### src/rtl/dm_store_buffer.sv
// In-order word-store buffer between the memory stage and DM.
// Coalesces back-to-back stores to one word and forwards buffered data to loads.
module dm_store_buffer #(
    parameter int unsigned DEPTH = 4,
    parameter int unsigned PTR_W = $clog2(DEPTH)
) (
    input  logic        clk,
    input  logic        reset,
    input  logic        st_valid,
    input  logic [31:0] st_addr,
    input  logic [31:0] st_data,
    input  logic [31:0] st_pc,
    output logic        st_ready,
    input  logic [31:0] ld_addr,
    input  logic [31:0] dm_rdata,
    output logic [31:0] ld_data,
    output logic        ld_fwd,
    input  logic        dm_hold,
    output logic        dm_write,
    output logic [31:0] dm_address,
    output logic [31:0] dm_in,
    output logic [31:0] dm_pc,
    output logic        empty
);

    localparam int unsigned CNT_W = PTR_W + 1;

    logic [29:0]      addr_q [DEPTH];
    logic [31:0]      data_q [DEPTH];
    logic [31:0]      pc_q   [DEPTH];
    logic [PTR_W-1:0] head;
    logic [PTR_W-1:0] tail;
    logic [CNT_W-1:0] count;

    logic [PTR_W-1:0] tail_m1;
    logic             drain;
    logic             push;
    logic             coalesce;
    logic             append;
    logic [CNT_W-1:0] count_nxt;
    logic [PTR_W-1:0] fwd_idx;

    // Byte-offset bits of word addresses carry no information here.
    logic unused_addr_bits;
    assign unused_addr_bits = ^{st_addr[1:0], ld_addr[1:0]};

    assign st_ready   = (count < CNT_W'(DEPTH));
    assign empty      = (count == '0);
    assign drain      = (count != '0) && !dm_hold;
    assign dm_write   = drain;
    assign dm_address = {addr_q[head], 2'b00};
    assign dm_in      = data_q[head];
    assign dm_pc      = pc_q[head];

    assign tail_m1  = tail - PTR_W'(1);
    assign push     = st_valid && st_ready;
    // The only entry may not be merged into while it is leaving for DM.
    assign coalesce = push && (count != '0) && (addr_q[tail_m1] == st_addr[31:2])
                      && !((count == CNT_W'(1)) && drain);
    assign append   = push && !coalesce;

    always_comb begin
        count_nxt = count;
        if (append && !drain) begin
            count_nxt = count + CNT_W'(1);
        end else if (!append && drain) begin
            count_nxt = count - CNT_W'(1);
        end
    end

    // Walk oldest to youngest so the youngest matching entry wins.
    always_comb begin
        ld_data = dm_rdata;
        ld_fwd  = 1'b0;
        fwd_idx = '0;
        for (int k = 0; k < DEPTH; k++) begin
            fwd_idx = head + PTR_W'(k);
            if ((CNT_W'(k) < count) && (addr_q[fwd_idx] == ld_addr[31:2])) begin
                ld_data = data_q[fwd_idx];
                ld_fwd  = 1'b1;
            end
        end
    end

    always_ff @(posedge clk or negedge reset) begin
        if (!reset) begin
            head  <= '0;
            tail  <= '0;
            count <= '0;
            for (int i = 0; i < DEPTH; i++) begin
                addr_q[i] <= '0;
                data_q[i] <= '0;
                pc_q[i]   <= '0;
            end
        end else begin
            count <= count_nxt;
            if (drain) begin
                head <= head + PTR_W'(1);
            end
            if (coalesce) begin
                data_q[tail_m1] <= st_data;
                pc_q[tail_m1]   <= st_pc;
            end
            if (append) begin
                addr_q[tail] <= st_addr[31:2];
                data_q[tail] <= st_data;
                pc_q[tail]   <= st_pc;
                tail         <= tail + PTR_W'(1);
            end
        end
    end

endmodule

### config.mk
export PLATFORM = sky130hd
export DESIGN_NAME = dm_store_buffer
export DESIGN_NICKNAME = d
export VERILOG_FILES = /design/src/rtl/dm_store_buffer.sv
export SDC_FILE = /design/constraint.sdc
export NUM_CORES = 1
export LEC_CHECK = 0
export BUFFER_PORTS_ARGS = -buffer_cell sky130_fd_sc_hd__buf_2
export CELL_PAD_IN_SITES_DETAIL_PLACEMENT = 1
export CELL_PAD_IN_SITES_GLOBAL_PLACEMENT = 2
export CORE_AREA = 4 4 247 249
export DETAILED_ROUTE_END_ITERATION = 10
export DIE_AREA = 0 0 251 253
export HOLD_SLACK_MARGIN = 0.08
export PLACE_DENSITY = 0.95
export RECOVER_POWER = 50
export SYNTH_ARGS = -nofsm -noshare
export SYNTH_HDL_FRONTEND = slang
export SYNTH_SLANG_ARGS = --single-unit
### constraint.sdc
create_clock -name clk -period 7.5 [get_ports clk]
set_input_delay 1.5 -clock clk [delete_from_list [all_inputs] [get_ports clk]]
set_output_delay 1.5 -clock clk [all_outputs]
set_load 0.02 [all_outputs]
# --- After elaboration in Yosys (flattened, before gate mapping) ---
# Cells that the tools add are included.
totals:
  register_bits: 383
  inputBits: 164
  output_inout_bits: 132
  elab_cells: 125
op_classes:
  add_sub_neg: 7
  magnitude_cmp: 13
  n_eq_ne: 6
  mux: 55
  n_bitwise: 6
  reduce_logical: 23
op_table:
  columns: ["cell", "count"]
  rows:
  - ["bitwise mux 128 bit", 4]
  - ["two-way mux 128 bit", 4]
  - ["two-way mux 32 bit", 16]
  - ["two-way mux 30 bit", 11]
  - ["binary-select mux 32 bit (select 2 bit)", 5]
  - ["binary-select mux 30 bit (select 2 bit)", 5]
  - ["== test 30 bit", 5]
  - ["demux 32 bit (select 2 bit)", 2]
  - ["bitwise mux 120 bit", 1]
  - ["demux 30 bit (select 2 bit)", 1]
  - ["greater-or-equal comparator 3 bit (second input constant)", 6]
  - ["NOT 2 -> 3 bit", 6]
  - ["logical AND 1 bit", 15]
  - ["less-than comparator 1 x 3 -> 1 bit (first input constant)", 2]
  - ["less-than comparator 2 x 3 -> 1 bit (first input constant)", 2]
  - ["less-than comparator 3 x 1 -> 1 bit (second input constant)", 2]
  - ["two-way mux 3 bit", 2]
  - ["zero test 1 bit", 5]
  - ["adder 2 x 1 -> 2 bit (second input constant)", 2]
  - ["adder 2 bit (second input constant)", 2]
  - ["two-way mux 1 bit", 4]
  - ["adder 3 x 1 -> 3 bit (second input constant)", 1]
  - ["== test 3 x 1 -> 1 bit (second input constant)", 1]
  - ["zero test 3 bit", 1]
  - ["5 further kinds", 5]

# --- Depth between registers and ports, before layout ---
# Gate-level depths: netlist of the first run.
depth:
  depth_word: 14
  mapped_depth: 17
  ltp_nobuf: 12

# --- Least setup slack after synthesis of the first run ---
# No wires, ideal clock.
synth_timing:
  path_type: "input to output"
  from: "input ld_addr[20]"
  to: "output ld_data[0]"
  arrival_ns: 3.988
  required_time_ns: 6.000
  slack_ns: 2.012
  path_stages: 11
  n_path_buf: 4
  path_cell_list: "clkbuf_1 o221ai_1 or4b_1 o22ai_1 nand4b_1 or2_2 buf_1 and3_1 clkbuf_1 buf_2 a21oi_1"
synth_via:
  elab_chain_cells: 6
  elab_cells_between_ends: 12
synth_lines:
  columns: ["element", "line", "rtl"]
  rows:
  - ["start, declared", "14", "input logic [31:0] ld_addr,"]
  - ["== test 30 bit", "78", "if ((CNT_W'(k) < count) && (addr_q[fwd_idx] == ld_addr[31:2])) begin"]
  - ["logical AND 1 bit", "78", null]
  - ["two-way mux 32 bit (3 in series)", "78", null]
  - ["two-way mux 32 bit *", "78", null]
  - ["end, declared", "16", "output logic [31:0] ld_data,"]
# Mark *: on every way between the ends. The rest lies on a longest branch, timed or not.

# --- Worst setup path after layout of the first run ---
layout_timing:
  from: "register tail[1]"
  to: "register data_q[122] (netlist name)"
layout_via:
  elab_chain_cells: 11
  elab_cells_between_ends: 25
layout_lines:
  columns: ["element", "line", "rtl"]
  rows:
  - ["start, declared", "32", "logic [PTR_W-1:0] tail;"]
  - ["start signal, assigned", "108", "tail <= tail + PTR_W'(1);"]
  - ["subtractor 2 x 1 -> 2 bit", "55", "assign tail_m1 = tail - PTR_W'(1);"]
  - ["NOT 2 -> 3 bit (not written as such)", "58, 101", null]
  - ["binary-select mux 30 bit (select 2 bit)", "58", "assign coalesce = push && (count != '0) && (addr_q[tail_m1] == st_addr[31:2])"]
  - ["two-way mux 30 bit (not written as such) (2 in series)", "58", null]
  - ["== test 30 bit", "58", null]
  - ["logical AND 1 bit", "58", null]
  - ["logical AND 1 bit", "59", "&& !((count == CNT_W'(1)) && drain);"]
  - ["two-way mux 128 bit / zero test 1 bit (equally long branches)", "100, 60", null]
  - ["bitwise mux 128 bit / logical AND 1 bit (equally long branches)", "106, 60", null]
  - ["two-way mux 128 bit *", "104", "if (append) begin"]
  - ["end signal, assigned by index", "101", "data_q[tail_m1] <= st_data;"]
  - ["end signal, assigned by index", "106", "data_q[tail] <= st_data;"]
  - ["end, declared", "29", "logic [31:0] data_q [DEPTH];"]
# Mark *: on every way between the ends. The rest lies on a longest branch, timed or not. The select of a mux whose other input is x is not followed.
# A chain may end at the register's enable or synchronous reset.

==> results_dict.tcl, run 1 <==
set metrics [dict create \
    grt_pass1_wl_mm 132 \
    cts_tree "built" \
    fin_ws_ns 0.506 \
    start_kind "register" \
    rows 89 \
    layout_min_cycle_time_ns 6.99 \
    clock-skew-final_ns 0.0474 \
    rsz0062_at_grt "no" \
    grt_pass1_vias 21300 \
    p_leak_nw 12.1 \
    numCtsBuffers 46 \
    yosys_most_used_dff "dfrtp_1" \
    ant_nets 0 \
    critPathLaunch "tail[1]$_DFFE_PN0N_" \
    worstSetupPathType "reg2reg" \
    async_flop_share_pct 100 \
    synth_edf_count 0 \
    wire_per_inst_um 27.2 \
    seq_area_frac_synth_pct 38.1 \
    dieArea_um2 63500 \
    fin_area_um2 28700 \
    dp_hpwl_mm 60.9 \
    core_area_um2 58700 \
    insertion_delay_ns 0.61 \
    pin_count 296 \
    synth.avg_cell_area_um2 11.4 \
    slew_headroom_pct -165 \
    cts_setup_buffers 0 \
    grt_max_degree 165 \
    synth-seq-cells 383 \
    worstReg2RegStart "tail[1]$_DFFE_PN0N_" \
    violations "capacitance limit, slew limit" \
    crit_path_end_kind "register" \
    cpPeakStageDelay_ns 2.15 \
    ctsHoldBuffers 0 \
    numPortBuffers 289 \
    die_h_um 253 \
    reg2reg_to "data_q[122]$_DFF_PN0_" \
    dieWidth_um 251 \
    setup_viol_count_final 0 \
    grtUsageTotal_pct 26.8 \
    yosys_warnings 0 \
    viasPerCell 6.14 \
    hold_path_class "reg2reg" \
    drive_gt1_share_pct 36.5 \
    r2r_setup_slack_ns 0.51 \
    tightest_slew_ns 3.98 \
    cp_max_fo 33 \
    hold_ws_ns 0.506 \
    clockRootBuffer "clkbuf_16" \
    syn_area_um2 25100 \
    fin_tns_setup_ns 0 \
    num_vias 19800 \
    post_cts_resized 0 \
    cts_buffer_depth 3 \
    cp_cell_sequence "inv_1 -> ha_2 -> mux4_2 -> xor2_1 -> nor4_1 -> nand2_1 -> nor4_1 -> a21o_4 -> buf_4 -> mux2_2" \
    finalCritPeriodShare_pct 93.3 \
    drc 0 \
    gp_congestion 0.966 \
    cts_max_level 2 \
    finalHoldViolCount 0 \
    grt_overflow 0 \
    start_util_pct 42.9 \
    slew_viol_final 344 \
    fillers 6242 \
    place_ws_ns 1.07 \
    peakVddDrop_v 0.000263 \
    hp-start "pc_q[111]$_DFF_PN0_" \
    syn_inst 2210 \
    arrival_ns 7.44 \
    area_delta_synth_final_pct 14.0 \
    clock.fmax_ghz 0.143 \
    slowest_stage "nor4_1" \
    crit_required_ns 7.95 \
    worstHoldEndpoint "pc_q[111]$_DFF_PN0_" \
    clock_sinks 383 \
    firstDrtPassIters 7 \
    clk_pin_slew_ns 0.06 \
    maxCapViolCount 5 \
    p_per_area_nw_per_um2 538 \
    status "finished with violations" \
    crit_top_cell "nor4_1" \
    min_path_cells 1 \
    postPlaceCellArea_um2 27100 \
    nNetsFinal 2573 \
    antenna_found_initial 19 \
    synth_cell_types 61 \
    drtIter0Drc 1384 \
    r2r_cells 10 \
    routed_wl_mm 87.6 \
]
-- logic make-up after synthesis --
logic type / synth area share (%)
adder cells (fa/ha/maj): 0.448
other: 0.0149
XOR/XNOR: 4.77
flip-flops: 38.1
buffers and inverters: 4.31
multiplexers: 36.2
AND/OR/NAND/NOR: 7.43
AO/OA/AOI/OAI: 8.68
-- routing by layer --
metal	wire [µm]	vias to the layer above	part of all wire, %	GRT usage (%)
li1	-	8633	-	-
met1	36200	10300	41	34.0
met2	43200	602	49	46.0
met3	5330	181	6.1	5.80
met4	2810	24	3.2	8.38
met5	144	-	0.16	0
-- cell usage after synthesis, types with 5 or more instances --
cell / count / area, µm²
a2111oi_0: 37 / 324
a21oi_1: 113 / 566
a31oi_1: 33 / 206
and2_1: 32 / 200
buf_1: 27 / 101
buf_2: 65 / 325
buf_4: 9 / 67.6
buf_6: 8 / 90.1
clkbuf_1: 84 / 315
dfrtp_1: 383 / 9580
ha_1: 9 / 113
inv_1: 49 / 184
mux2_2: 421 / 4740
mux2i_1: 234 / 2340
mux4_2: 90 / 2030
nand2_1: 64 / 240
nand2b_1: 7 / 43.8
nand3_1: 41 / 205
nand4_1: 18 / 113
nor2_1: 58 / 218
nor2b_1: 38 / 238
nor3_1: 70 / 350
nor4_1: 14 / 87.6
o2111ai_1: 37 / 324
o211ai_1: 5 / 37.5
o21ai_0: 48 / 240
o22ai_1: 13 / 81.3
xnor2_1: 86 / 753
xor2_1: 51 / 447
-- cells in the final DEF, fill, tap and decap left out, types with 5 or more instances in the layout --
cell,Yosys,routed
clkbuf_16,0,46
o22ai_1,13,13
o211ai_1,5,5
nor2_1,58,54
dfrtp_1,383,380
bufinv_16,0,6
o2111ai_1,37,36
nor2b_1,38,38
nor4_1,14,15
xnor2_1,86,86
clkbuf_1,84,59
nand2b_1,7,7
clkbuf_8,0,11
o21ai_0,48,48
ha_1,9,8
clkinv_2,0,8
nor3_1,70,70
mux4_2,90,90
buf_4,9,37
diode_2,0,6
nand2_1,64,64
a31oi_1,33,33
nand4_1,18,18
and2_1,32,32
mux2i_1,234,234
mux2_2,421,420
inv_1,49,48
nand3_1,41,41
xor2_1,51,51
a2111oi_0,37,37
a21oi_1,113,113
buf_2,65,239
-- how the worst max path moves through the flow --
stage,to,slack [ns],cells after the start
floorplan,ld_data[0],2.01,11
global placement,ld_data[30],1.12,11
detailed placement,ld_data[19],1.07,11
CTS,ld_data[19],0.67,13
global route,data_q[122]$_DFF_PN0_,0.29,10
finish,data_q[122]$_DFF_PN0_,0.51,10
-- power breakdown --
group          internal, W  switching, W
Combinational      0.00384       0.00505
Clock              0.00145      0.000953
Sequential         0.00313       0.00101
Total              0.00842       0.00702
-- worst max-delay path: cells and delay by family (launching register included) --
kind | cells | cell delay, ns
AND/OR/NAND/NOR | 3 | 3.12
multiplexers | 2 | 0.82
flip-flops | 1 | 0.40
buffers and inverters | 2 | 0.69
XOR/XNOR | 1 | 0.20
AO/OA/AOI/OAI | 1 | 0.66
adder cells (fa/ha/maj) | 1 | 0.86
-- stage by stage --
step                      std cells  util (%)  total power (W)
final                          3217      48.9           0.0154
after global routing           3215      48.9           0.0163
after CTS                      3211      49.1           0.0155
after detailed placement       3125      46.3           0.0130
after global placement         3125      46.3           0.0125
after floorplan                2211         -           0.0102
-- sequential cells by signal, summed over array words and instances, names as in the netlist --
signal,count
data_q,128
addr_q,120
tail,2
pc_q,128
count,3
head,2
-- cell type report --
type                            instances  area, µm²  area share (%)
Tap cell                              773        967            3.37
Multi-Input combinational cell       1586      14500            50.7
Clock buffer                           63       1330            4.62
Inverter                               49        189           0.659
Antenna cell                            6       15.0          0.0524
Clock inverter                         23        315            1.10
Sequential cell                       383       9590            33.4
Timing Repair Buffer                  334       1740            6.06
Power figures use the tool's default switching activity.
==> inputs of run 2 (changes only) <==
CORE_AREA = 2 2 245 247   (was 4 4 247 249)
DIE_AREA = 0 0 247 249   (was 0 0 251 253)
==> results_dict.tcl, run 2 (synthesis gave the netlist of run 1 again) <==
set metrics [dict create \
    cts_buffer_depth 3 \
    grt-busiest-layer "met2" \
    slew_viol_final 419 \
    status "finished with violations" \
    hp-start "pc_q[38]$_DFF_PN0_" \
    worstSetupPathType "reg2out" \
    viasPerCell 6.13 \
    clk_pin_slew_ns 0.06 \
    clock_sinks 383 \
    maxCapViolCount 4 \
    grtUsageTotal_pct 28.2 \
    p_leak_nw 12.2 \
    cp_cell_sequence "buf_4 -> mux4_2 -> xnor2_1 -> nand4_1 -> nor2_1 -> nand3_1 -> buf_4 -> or2_2 -> and3_1 -> buf_4 -> a21oi_1 -> buf_2" \
    drive_gt1_share_pct 37.2 \
    grt_pass1_vias 21200 \
    cts_max_level 2 \
    rows 89 \
    drc 0 \
    worstHoldEndpoint "pc_q[38]$_DFF_PN0_" \
    firstDrtPassIters 6 \
    met3_usage_pct 5.56 \
    setup_viol_count_final 0 \
    insertion_delay_ns 0.60 \
    reg2reg_to "data_q[122]$_DFF_PN0_" \
    top_regs "data_q: 128 flops, pc_q: 128 flops, addr_q: 120 flops" \
    peakVddDrop_v 0.000377 \
    r2r_setup_slack_ns 0.93 \
    grt_overflow 0 \
    grt_pass1_wl_mm 134 \
    arrival_ns 5.41 \
    die_h_um 249 \
    grt_max_degree 178 \
    core_area_um2 58700 \
    met1_usage_pct 37.5 \
    dieArea_um2 61500 \
    fin_cells 3217 \
    cts_setup_buffers 0 \
    area_delta_synth_final_pct 13.7 \
    p_per_area_nw_per_um2 537 \
    clock-skew-final_ns 0.0411 \
    numCtsBuffers 46 \
    layout_common_cells "mux2_2, dfrtp_1, buf_2, mux2i_1, a21oi_1" \
    slowest_stage "dfrtp_4" \
    clock.fmax_ghz 0.145 \
    numPortBuffers 289 \
    wire_per_inst_um 27.1 \
    start_util_pct 42.9 \
    gp_congestion 0.936 \
    start_kind "register" \
    min_path_cells 1 \
    routed_wl_mm 87.1 \
    clockRootBuffer "clkbuf_16" \
    crit_required_ns 6.00 \
    layout_min_cycle_time_ns 6.91 \
    ctsHoldBuffers 0 \
    nNetsFinal 2571 \
    finalHoldViolCount 0 \
    cpPeakStageDelay_ns 0.98 \
    critPathBufInv 4 \
    post_cts_resized 0 \
    placed_cells 3123 \
    cp_max_fo 45 \
    crit_top_cell "buf_4" \
    finalCritPeriodShare_pct 92.2 \
    ant_nets 0 \
    cp_top_family "simple AND/OR/NAND/NOR gates" \
    violations "capacitance limit, slew limit" \
    dp_hpwl_mm 58.9 \
    fin_tns_setup_ns 0 \
    dieWidth_um 247 \
    groute.layer.met2.usage_pct 46.6 \
    drtIter0Drc 1426 \
    hold_path_class "reg2reg" \
    worstReg2RegStart "tail[1]$_DFFE_PN0N_" \
    antenna_found_initial 15 \
    final_common_cell "mux2_2" \
    pin_count 296 \
    crit_path_end_kind "output pin" \
    num_vias 19700 \
    hold_ws_ns 0.504 \
    tightest_slew_ns 3.31 \
    cts_tree "built" \
    rsz0062_at_grt "no" \
    crit_cells 12 \
    slew_headroom_pct -121 \
    r2r_cells 10 \
]
run 2: cell types whose count changed in the layout (fill, tap and decap cells not counted), moves of 2 or more:
cell,change
bufinv_16,-2
buf_2,+23
buf_4,-3
clkinv_2,+2
clkinvlp_4,-2
clkbuf_1,-18
clkbuf_8,-2
diode_2,+2
run 2: how the worst max path moves through the flow:
stage | slack (ns) | end | start
after floorplan | 2.01 | ld_data[0] | ld_addr[20]
after global placement | 1.26 | ld_data[30] | ld_addr[13]
after detailed placement | 1.22 | ld_data[30] | ld_addr[13]
after CTS | 0.68 | ld_data[30] | head[0]$_DFFE_PN0P_
after global routing | 0.33 | ld_data[30] | head[1]$_DFFE_PN0P_
final | 0.59 | ld_data[30] | head[1]$_DFFE_PN0P_
run 2: routing by layer:
layer | part of all wire [%] | routed length (µm)
met1 | 42 | 36800
met2 | 48 | 42000
met3 | 6.4 | 5610
met4 | 3.0 | 2580
met5 | 0.12 | 101
run 2: layout make-up:
type / count / area, µm²
multi-input combinational: 1586 / 14500
clock inverter: 22 / 259
timing repair buffer: 332 / 1720
fill: 6189 / 30100
clock buffer: 64 / 1310
antenna: 8 / 20.0
inverter: 49 / 189
sequential: 383 / 9590
tap: 773 / 967
run 2: per-stage QoR:
stage	cell area [µm²]	util, %	total power (W)	worst slack, ns
after floorplan	25200	-	0.0102	2.01
after global placement	27100	46.2	0.0125	1.26
after detailed placement	27100	46.2	0.0129	1.22
after CTS	28700	48.9	0.0154	0.675
after global routing	28600	48.7	0.0162	0.326
final	28600	48.7	0.0154	0.586
run 2: worst register-to-register path: stages, from the launching register on:
cell and delay [ns]:
dfrtp_1 0.41, inv_1 0.09, ha_1 1.18, mux4_2 0.45
xor2_1 0.19, nor4_1 1.03, nand2_1 0.25, nor4_4 0.89
a21o_1 0.61, buf_4 0.83, mux2_2 0.48
run 2: power breakdown:
part | total, W | switching [W] | internal (W)
sequential | 0.00419 | 0.00106 | 0.00313
combinational | 0.00885 | 0.00498 | 0.00387
clock | 0.00232 | 0.000955 | 0.00137
total | 0.0154 | 0.00700 | 0.00836
==> inputs of run 3 (changes only) <==
clock period = 8.39 ns   (was 7.5 ns; I/O delays follow)
==> results_dict.tcl, run 3 (synthesis gave the netlist of run 1 again) <==
set metrics [dict create \
    cts_tree "built" \
    hold_path_class "reg2reg" \
    cp_top_family "buffers and inverters" \
    layout_common_cells "mux2_2, dfrtp_1, buf_2, mux2i_1, a21oi_1" \
    seq_area_um2 9590 \
    status "finished with violations" \
    clock_sinks 383 \
    p_per_area_nw_per_um2 477 \
    cp_max_fo 52 \
    min_path_cells 1 \
    die_h_um 249 \
    grt_overflow 0 \
    antenna_found_initial 17 \
    p_int_w 0.00739 \
    fin_tns_setup_ns 0 \
    clockRootBuffer "clkbuf_16" \
    met1_length_mm 35.9 \
    firstDrtPassIters 6 \
    reg2reg_to "data_q[59]$_DFF_PN0_" \
    area_delta_synth_final_pct 13.1 \
    r2r_setup_slack_ns 1.22 \
    num_vias 19900 \
    worstReg2RegStart "tail[1]$_DFFE_PN0N_" \
    finalHoldViolCount 0 \
    p_leak_nw 12.1 \
    final_common_cell "mux2_2" \
    rsz0062_at_grt "no" \
    routed_wl_mm 87.0 \
    postPlaceCellArea_um2 27100 \
    pin_count 296 \
    setup_viol_count_final 0 \
    peakVddDrop_v 0.000305 \
    viasPerCell 6.20 \
    grt_pass1_vias 21300 \
    dieArea_um2 61500 \
    met3_length_mm 6.08 \
    dp_hpwl_mm 59.7 \
    ant_nets 0 \
    critPathBufInv 4 \
    met2_length_mm 42.0 \
    crit_required_ns 6.71 \
    drive_gt1_share_pct 36.5 \
    arrival_ns 5.78 \
    grt_max_degree 195 \
    routed.top_layer "met5" \
    cpPeakStageDelay_ns 1.03 \
    crit_path_end_kind "output pin" \
    clock_power_share_pct 14.4 \
    dieWidth_um 247 \
    worstHoldEndpoint "pc_q[20]$_DFF_PN0_" \
    multiInputGateArea_um2 14500 \
    gp_congestion 0.965 \
    start_util_pct 42.9 \
    fillers 6257 \
    cts_max_level 2 \
    cp_cell_sequence "clkbuf_1 -> mux2_1 -> o22ai_1 -> or4_1 -> o22ai_1 -> nand4b_1 -> buf_4 -> or2_2 -> buf_4 -> a31oi_1 -> a21oi_1 -> buf_2" \
    wire_per_inst_um 27.1 \
    drtIter0Drc 1355 \
    numCtsBuffers 45 \
    rows 89 \
    finalCritPeriodShare_pct 88.9 \
    maxCapViolCount 5 \
    clk_pin_slew_ns 0.06 \
    start_kind "register" \
    power_frac_comb_pct 58.0 \
    switching_power_w 0.00618 \
    fin_area_um2 28400 \
    nNetsFinal 2565 \
    clock-skew-final_ns 0.0230 \
    hp-start "pc_q[20]$_DFF_PN0_" \
    core_area_um2 58700 \
    worstSetupPathType "reg2out" \
    slew_headroom_pct -193 \
    tightest_slew_ns 4.39 \
    slew_viol_final 211 \
    clock.fmax_ghz 0.134 \
    cts_buffer_depth 3 \
    violations "capacitance limit, slew limit" \
    grtUsageTotal_pct 28.2 \
    top_regs "data_q: 128 flops, pc_q: 128 flops, addr_q: 120 flops" \
    swShare_pct 45.5 \
    grt_pass1_wl_mm 133 \
    cts_setup_buffers 0 \
    insertion_delay_ns 0.60 \
    r2r_cells 11 \
    ctsHoldBuffers 0 \
    numPortBuffers 289 \
    layout_min_cycle_time_ns 7.46 \
    post_cts_resized 0 \
    slowest_stage "dfrtp_4" \
    seqPwrFrac_pct 27.6 \
    drc 0 \
]
## run 3: changes by cell type in the layout (fill, tap and decap cells not counted), moves of 3 or more
| cell | previous run | this run |
|---|---|---|
| clkinv_2 | 10 | 3 |
| buf_4 | 34 | 27 |
| inv_6 | 5 | 2 |
| clkbuf_1 | 41 | 48 |
| clkbuf_8 | 9 | 2 |
| buf_2 | 262 | 265 |
## run 3: worst max-delay path by stage
stage / end / startpoint / cells past startpoint
2_1_floorplan: ld_data[0] / ld_addr[20] / 11
3_3_place_gp: ld_data[29] / ld_addr[15] / 12
3_5_place_dp: ld_data[0] / ld_addr[15] / 12
4_1_cts: ld_data[5] / head[1]$_DFFE_PN0P_ / 12
5_1_grt: ld_data[0] / head[1]$_DFFE_PN0P_ / 12
6_report: ld_data[0] / head[1]$_DFFE_PN0P_ / 12
## run 3: power by group through the flow
stage | Sequential, W | Combinational [W] | Clock, W
after floorplan | 0.00331 | 0.00580 | 0
after global placement | 0.00358 | 0.00752 | 0
after detailed placement | 0.00375 | 0.00778 | 0
after CTS | 0.00373 | 0.00785 | 0.00200
after global routing | 0.00390 | 0.00837 | 0.00207
final | 0.00374 | 0.00787 | 0.00196
## run 3: stage by stage
stage	power [W]	setup WS, ns	util [%]	cells	hold slack (ns)
after global placement	0.0111	1.66	46.1	3118	0.483
after floorplan	0.00911	2.55	-	2211	0.475
final	0.0136	0.932	48.5	3204	0.502
after global routing	0.0143	0.827	48.5	3200	0.513
after detailed placement	0.0115	1.64	46.1	3118	0.493
after CTS	0.0136	1.17	48.6	3194	0.506
## run 3: final cells by class
cell class | instances | share of cell area, %
clock buffer | 65 | 4.29
timing repair buffer | 327 | 6.02
multi-input combinational | 1586 | 51.1
antenna | 10 | 0.0880
clock inverter | 11 | 0.713
tap | 773 | 3.40
sequential | 383 | 33.7
inverter | 49 | 0.664
## run 3: layer usage
layer  GRT usage (%)  vias up
li1                -     8629
met1            36.5    10300
met2            46.4      690
met3            6.50      181
met4            9.38       16
met5               0        -
## run 3: worst reg2reg max path, stage by stage (launching register included)
cell and delay, ns:
dfrtp_1 0.39, inv_1 0.09, ha_1 0.27, buf_4 0.51, mux4_2 0.43, xor2_1 0.20
nor4_1 0.91, nand2_1 0.13, nor4_1 2.33, a21o_4 0.66, buf_4 0.67, mux2_2 0.46
